[src/rtl/i2c_line_conditioner.sv]
// Synchronises and de-glitches raw I2C SCL/SDA, detects START/STOP conditions,
// tracks bus occupancy and flags SCL held low too long while the bus is busy.
module i2c_line_conditioner #(
    parameter int unsigned FILT_LEN    = 4,
    parameter int unsigned TIMEOUT_CYC = 100000
) (
    input  logic clk,
    input  logic rst,
    input  logic sclIn,
    input  logic sdaIn,
    input  logic clrTimeout,
    output logic sclFilt,
    output logic sdaFilt,
    output logic startStrobe,
    output logic stopStrobe,
    output logic busBusy,
    output logic sclTimeout
);

    localparam int unsigned   TW        = $clog2(TIMEOUT_CYC + 1);
    localparam logic [3:0]    FILT_LAST = 4'(FILT_LEN - 1);
    localparam logic [TW-1:0] TO_LAST   = TW'(TIMEOUT_CYC - 1);

    typedef enum logic {
        IDLE,
        BUSY
    } bus_state_e;

    // Bit 0 carries SCL, bit 1 carries SDA throughout.
    logic [1:0]      s1_q;
    logic [1:0]      s2_q;
    logic [1:0]      filt_q;
    logic [1:0]      filt_d;
    logic [1:0]      filt_prev_q;
    logic [1:0][3:0] fcnt_q;
    logic [1:0][3:0] fcnt_d;

    logic            start_q;
    logic            stop_q;
    logic            start_det;
    logic            stop_det;

    bus_state_e      state_q;
    bus_state_e      state_d;

    logic [TW-1:0]   tcnt_q;
    logic [TW-1:0]   tcnt_d;
    logic            to_active;
    logic            to_hit;
    logic            tflag_q;
    logic            tflag_d;

    always_ff @(posedge clk or posedge rst) begin
        if (rst) begin
            s1_q        <= '1;
            s2_q        <= '1;
            filt_q      <= '1;
            filt_prev_q <= '1;
            fcnt_q      <= '0;
        end else begin
            s1_q        <= {sdaIn, sclIn};
            s2_q        <= s1_q;
            filt_q      <= filt_d;
            filt_prev_q <= filt_q;
            fcnt_q      <= fcnt_d;
        end
    end

    // A new level is adopted only after FILT_LEN consecutive disagreeing samples.
    always_comb begin
        filt_d = filt_q;
        fcnt_d = '0;
        for (int unsigned i = 0; i < 2; i++) begin
            if (s2_q[i] != filt_q[i]) begin
                if (fcnt_q[i] == FILT_LAST) begin
                    filt_d[i] = s2_q[i];
                end else begin
                    fcnt_d[i] = fcnt_q[i] + 4'd1;
                end
            end
        end
    end

    // SCL must be high and stable on both cycles, so simultaneous changes never qualify.
    assign start_det = filt_prev_q[1] & ~filt_q[1] & filt_prev_q[0] & filt_q[0];
    assign stop_det  = ~filt_prev_q[1] & filt_q[1] & filt_prev_q[0] & filt_q[0];

    assign to_active = (state_q == BUSY) & ~filt_q[0];
    assign to_hit    = to_active & (tcnt_q == TO_LAST);

    always_comb begin
        tcnt_d = '0;
        if (to_active && !to_hit) begin
            tcnt_d = tcnt_q + TW'(1);
        end
    end

    always_comb begin
        tflag_d = tflag_q;
        if (to_hit) begin
            tflag_d = 1'b1;
        end else if (clrTimeout) begin
            tflag_d = 1'b0;
        end
    end

    always_comb begin
        state_d = state_q;
        case (state_q)
            IDLE: begin
                if (start_det) begin
                    state_d = BUSY;
                end
            end
            BUSY: begin
                if (to_hit || stop_det) begin
                    state_d = IDLE;
                end
            end
        endcase
    end

    always_ff @(posedge clk or posedge rst) begin
        if (rst) begin
            state_q <= IDLE;
            tcnt_q  <= '0;
            tflag_q <= 1'b0;
            start_q <= 1'b0;
            stop_q  <= 1'b0;
        end else begin
            state_q <= state_d;
            tcnt_q  <= tcnt_d;
            tflag_q <= tflag_d;
            start_q <= start_det;
            stop_q  <= stop_det;
        end
    end

    assign sclFilt     = filt_q[0];
    assign sdaFilt     = filt_q[1];
    assign startStrobe = start_q;
    assign stopStrobe  = stop_q;
    assign busBusy     = (state_q == BUSY);
    assign sclTimeout  = tflag_q;

endmodule

[config.mk]
export PLATFORM = sky130hd
export DESIGN_NAME = i2c_line_conditioner
export DESIGN_NICKNAME = d
export VERILOG_FILES = /design/src/rtl/i2c_line_conditioner.sv
export SDC_FILE = /design/constraint.sdc
export NUM_CORES = 1
export LEC_CHECK = 0
export CAP_MARGIN = 20
export CORE_MARGIN = 10
export CORE_UTILIZATION = 25
export DETAILED_ROUTE_END_ITERATION = 10
export PLACE_DENSITY = 0.44
export SYNTH_ARGS = -nofsm -noshare
export SYNTH_HDL_FRONTEND = slang
export SYNTH_SLANG_ARGS = --single-unit
[constraint.sdc]
create_clock -name clk -period 1.7 [get_ports clk]
set_input_delay 0.17 -clock clk [delete_from_list [all_inputs] [get_ports clk]]
set_output_delay 0.17 -clock clk [all_outputs]
set_load 0.02 [all_outputs]
==> out/summary.txt, run 1 <==
Relative slew margins = 68.5%
Global route total overflow = 0
H-tree depth = 2
CTS max path bufs = 2
Failing checks = negative setup slack
Slew @ Worst Pin = 472 ps
Io pins = 11
Top-area cell type share of the netlist area = 45.8%
Setup violations, final = 19
Critical path class = reg2reg
HPWL Detailed = 2210 microns
Synthesized instance count = 137
Max-cap check violation count = 0
Register area share after synthesis = 59.1%
Area grow syn2layout = 24.3%
Clk root buf = clkbuf_8
Port buffer count = 10
Top cells by area, synth = dfrtp_1 (46%), dfstp_2 (13%), xnor2_1 (8.9%), nor2_1 (5.7%), ha_1 (2.4%)
Count of different cell masters after synthesis = 28
Detailed-route DRC error count = 0
Syn Std Cell Area = 1580 sq um
Post-Syn Nets = 145
Syn Area/Cell = 11.6 sq um
Max-slew violations = 0
Clk Latency, worst-skew pair = 280 ps
Layout cell share with drive strength beyond 1 = 20.1%
Final Critical Period = 1770 ps
Yosys reg bits = 37
Number of global-route vias before repair = 1,170
Crit path DAT = 1930 ps
CORE AREA = 6030 sq um
Initial antenna violation count = 0
Cell area power density = 1250 nW/um^2
Fin util = 32.7%
Filler cell count = 635
Chip width = 99.6 microns
Fin crit share = 104%
Starting Density = 26.3%
Final setup margin = -65.3 ps
Synth area leader = dfrtp_1
Startpoint types = register
Clock slew at reported path FFs = 80 ps
GP Congestion = 0.819
First-pass GRT wire length = 5570 microns
Largest net degree at the start of global routing = 38
Hold Violations, Final = 0
Setup bufs post-CTS = 0
Leakage = 0.000811 uW
ANT cells = 0
Crit end category = register
Routed WL = 3170 microns
Critical path peak fanout = 3
CP required = 1860 ps
1st-pass router iterations = 4
Yosys warning count = 0
Nets = 171
RSZ-0062 raised after global routing = yes
VDD IR-drop max = 0.682 mV
Clk sinks = 37
Worst Hold Class = in2reg
DR iter-0 viols = 61
Most frequent cells in the layout = dfrtp_1 (29), nor2_1 (24), xnor2_1 (16), buf_4 (10)
Clock Skews = 4.20 ps
Most common cell after layout, fill and taps aside = dfrtp_1
Gr usage total = 6.96%
CTS tree = built
Die height = 99.6 microns
DIE AREA = 9910 sq um
Post-cts hold buffer count = 0
WHS = 290 ps
F_max = 566 MHz
Outcome = finished, violations left
Std cell rows = 28
Drt via density = 4.45
Wire length per cell = 13.2 microns
Antenna-violating nets left = 0
CTS buffer count = 5
Via count = 1,063
## power breakdown
group	internal, uW	switching [uW]	total, uW
Clock	440	310	750
Combinational	248	284	531
Sequential	1050	125	1180
Total	1740	719	2460
## final timing paths
check | cells past startpoint | slack, ps | startpoint | to
worst max-delay path | 4 | -70 | tcnt_q[11] | busBusy
worst min-delay path | 1 | 290 | sclIn | s1_q[0]
worst max register to register | 4 | -70 | tcnt_q[11] | busBusy
worst min register to register | 0 | 360 | s1_q[0] | s2_q[0]
max in group asynchronous | 3 | 1040 | rst | filt_prev_q[0]
min in group asynchronous | 3 | 300 | rst | fcnt_q[7]
## synth_stat cells
library cell,n
a211oi_1,1
a21o_1,1
a21oi_1,1
and3_2,1
buf_6,1
dfrtp_1,29
dfstp_2,8
ha_1,3
inv_1,4
mux2_2,3
nand2_1,6
nand2_4,1
nand2b_1,1
nand3_1,6
nand3b_1,1
nand4_1,5
nand4b_1,1
nand4bb_1,1
nor2_1,24
nor2b_1,3
nor3_1,5
nor3b_1,4
nor3b_2,1
nor4_1,5
or4_1,1
or4_4,1
xnor2_1,16
xor2_1,3
## registers in the layout (all words and copies together) (netlist names), 2 cells and up
name,count
s2_q,2
tcnt_q,17
fcnt_q,8
filt_prev_q,2
s1_q,2
filt_q,2
## per-stage QoR
step / area (sq um) / setup WS, ps / setup TNS, ps / std cells / total power [uW]
floorplan: 1580 / -55.8 / -632 / 137 / 1520
global placement: 1840 / -15.3 / -84.4 / 231 / 1700
detailed placement: 1840 / -56.2 / -679 / 231 / 1720
CTS: 1960 / -67.4 / -1030 / 239 / 2510
global route: 1970 / -150 / -2460 / 239 / 2630
finish: 1970 / -65.3 / -849 / 239 / 2460
## layer usage
metal  GRT usage [%]  vias up  wire, microns
li1                -      514              -
met3            2.63        6            117
met4            3.31        0             57
met5               0        -              0
met2            11.4       10           1560
met1            7.80      533           1430
## worst max-delay path, cell delays in order (launching register included)
cell and delay (ps):
dfrtp_1 380, or4_1 510, or4_4 470, nor3b_4 230
a211oi_2 50
## cell type report
type,count,area [sq um],share of cell area [%]
sequential,37,936,47.6
multi-input combinational,95,632,32.1
timing repair buffer,20,180,9.15
tap,75,93.8,4.77
clock buffer,6,72.6,3.69
clock inverter,2,38.8,1.97
inverter,4,15.0,0.763
## logic make-up after synthesis
family          count (synthesis)  synth area share, %
xor+xnor                       19                 10.5
compound gates                  3                 1.26
mux                             3                 2.13
buf+inv                         5                 1.66
simple gates                   67                 22.9
fa+ha+maj                       3                 2.37
flops                          37                 59.1
## what timing repair did
item | 4_1_cts | 5_1_grt
setup endpoints to repair | 19 | 21
resized for setup | 1 | 3
gates cloned | 0 | 0
Note: power is estimated with default switching activity, not from simulation.
==> inputs of run 2 (changes only) <==
==> constraint.sdc (replaced) <==
create_clock -name clk -period 1.51 [get_ports clk]
set_input_delay 0.151 -clock clk [delete_from_list [all_inputs] [get_ports clk]]
set_output_delay 0.151 -clock clk [all_outputs]
set_load 0.02 [all_outputs]
==> out/summary.txt, run 2 (same netlist as run 1, synthesis figures left out) <==
Outcome = finished, violations left
Failing checks = negative setup slack
Setup tns final = -4060 ps (-3210 ps)
Storage cell area = 936 sq um (unchanged)
Starting Density = 26.3% (unchanged)
Metal3 WL = 154 microns (+32%)
Global route total overflow = 0 (unchanged)
Drt via density = 4.37 (-1.8%)
Top layer in use = met4
Slew @ Worst Pin = 353 ps (-119 ps)
Top Registers = tcnt_q x17, fcnt_q x8
Hold Violations, Final = 0 (unchanged)
RSZ-0062 raised after global routing = yes
Clock slew at reported path FFs = 70 ps (about the same)
Area grow syn2layout = 28.7%
H-tree depth = 2 (unchanged)
Most common cell after layout, fill and taps aside = dfrtp_1
Number of global-route vias before repair = 1,186 (+1.4%)
Clk root buf = clkbuf_8
Setup violations, final = 19 (unchanged)
Largest net degree at the start of global routing = 38 (unchanged)
Worst Hold Class = in2async
Final Critical Period = 1740 ps (-21.3 ps)
Io pins = 11 (unchanged)
DRT met1 WL = 1470 microns (+2.9%)
Crit path largest cell delay = 510 ps (about the same)
CTS buffer count = 5 (unchanged)
Gr usage total = 7.00% (+0.048 points)
Std cell rows = 28 (unchanged)
GP Congestion = 0.762 (-7.0%)
Detailed-route DRC error count = 0 (unchanged)
Wire length per cell = 12.9 microns (-2.5%)
Antenna-violating nets left = 0 (unchanged)
Critical path class = reg2reg
Fin crit share = 115% (+12 points)
1st-pass router iterations = 4 (unchanged)
Max-slew violations = 0 (unchanged)
Startpoint types = register
Cell area power density = 1350 nW/um^2 (+7.8%)
Initial antenna violation count = 0 (unchanged)
Final instance area = 2040 sq um (+3.5%)
DIE AREA = 9910 sq um (unchanged)
Max-cap check violation count = 0 (unchanged)
Filler cell count = 631 (-0.63%)
Worst path top cell family by delay = simple AND/OR/NAND/NOR gates
ANT cells = 0 (unchanged)
Reg with most FFs = tcnt_q
Clk Latency, worst-skew pair = 280 ps (about the same)
Nets = 181 (+5.8%)
Die height = 99.6 microns (unchanged)
CP bufs+invs = 0 (unchanged)
Relative slew margins = 76.2% (+7.7 points)
Worst-path cell chain = or4_1, or4_4, nor3b_2, a211oi_2
Max reg flops = 17 (unchanged)
Reg-to-Reg End = busBusy
First-pass GRT wire length = 5610 microns (+0.74%)
HPWL Detailed = 2280 microns (+3.3%)
Critical path peak fanout = 3 (unchanged)
DR WL met2 = 1550 microns (-0.83%)
Pre-CTS setup slack = -235 ps (-178 ps)
CORE AREA = 6030 sq um (unchanged)
DR iter-0 viols = 37 (-39%)
CTS tree = built
Post-DP Area = 1930 sq um (+4.8%)
Clock Skews = 3.10 ps (-1.10 ps)
Layout cell share with drive strength beyond 1 = 24.9% (+4.7 points)
Routed WL = 3200 microns (+1.2%)
CP max stage cell = or4_1
Clk sinks = 37 (unchanged)
Area of the multi-input gates = 626 sq um (-0.99%)
Final setup margin = -234 ps (-169 ps)
Leakage = 0.000854 uW (+5.3%)
CTS max path bufs = 2 (unchanged)
Worst-case reg-to-reg path depth = 4 (unchanged)
Crit end category = register
Port buffer count = 10 (unchanged)
Reg-to-reg slack, setup = -230 ps (-170 ps)
Crit path DAT = 1900 ps (-30 ps)
F_max = 573 MHz (+1.2%)
Fin util = 33.8% (+1.1 points)
VDD IR-drop max = 0.676 mV (-0.85%)
Most frequent cells in the layout = dfrtp_1 (29), nor2_1 (24), buf_4 (19), xnor2_1 (16), dfstp_2 (8)
Chip width = 99.6 microns (unchanged)
FF-to-FF Start = tcnt_q[11]
Via count = 1,083 (+1.9%)
CP required = 1670 ps (-190 ps)
run 2: worst reg2reg max path: cells and delay by family (launching register included):
family / cells / cell delay (ps)
AOI/OAI and AO/OA: 1 / 50
and+or+nand+nor: 3 / 1200
DFF: 1 / 380
run 2: worst max path at each step:
stage | start | end | slack, ps | cells past startpoint
2_1_floorplan | tcnt_q[11] | tcnt_q[10] | -250 | 5
3_3_place_gp | tcnt_q[12] | busBusy | -210 | 4
3_5_place_dp | tcnt_q[11] | busBusy | -230 | 4
4_1_cts | tcnt_q[11] | busBusy | -240 | 4
5_1_grt | tcnt_q[11] | tcnt_q[15] | -330 | 4
6_report | tcnt_q[11] | busBusy | -230 | 4
run 2: timing repair:
action | in CTS | in global routing
resized for setup | 2 | 2
setup endpoints to repair | 22 | 20
setup buffers | 0 | 0
hold buffers | 0 | 0
hold endpoints to repair | 0 | 0
gates cloned | 0 | 0
run 2: through the flow:
step                      hold WS (ps)  std cells  total power (uW)
after floorplan                    155        137              1710
after global placement             347        241              1960
after detailed placement           347        241              1990
after CTS                          234        248              2790
after global routing               249        248              2950
final                              230        248              2740
run 2: where the power goes:
group          switching [uW]  internal [uW]
combinational             344            290
clock                     327            480
sequential                120           1180
run 2: cell type report:
class                   count  share of cell area, %
clock buffers               5                   3.38
clock inverters             2                   1.72
inverters                   4                  0.737
multi-input cells          95                   30.7
flip-flops and latches     37                   45.9
well taps                  75                   4.61
repair buffers             30                   12.9
run 2: per-layer routing:
layer / vias to the layer above / GRT usage, %
li1: 536 / -
met1: 532 / 7.86
met2: 13 / 11.4
met3: 2 / 2.70
met4: 0 / 3.31
met5: - / 0
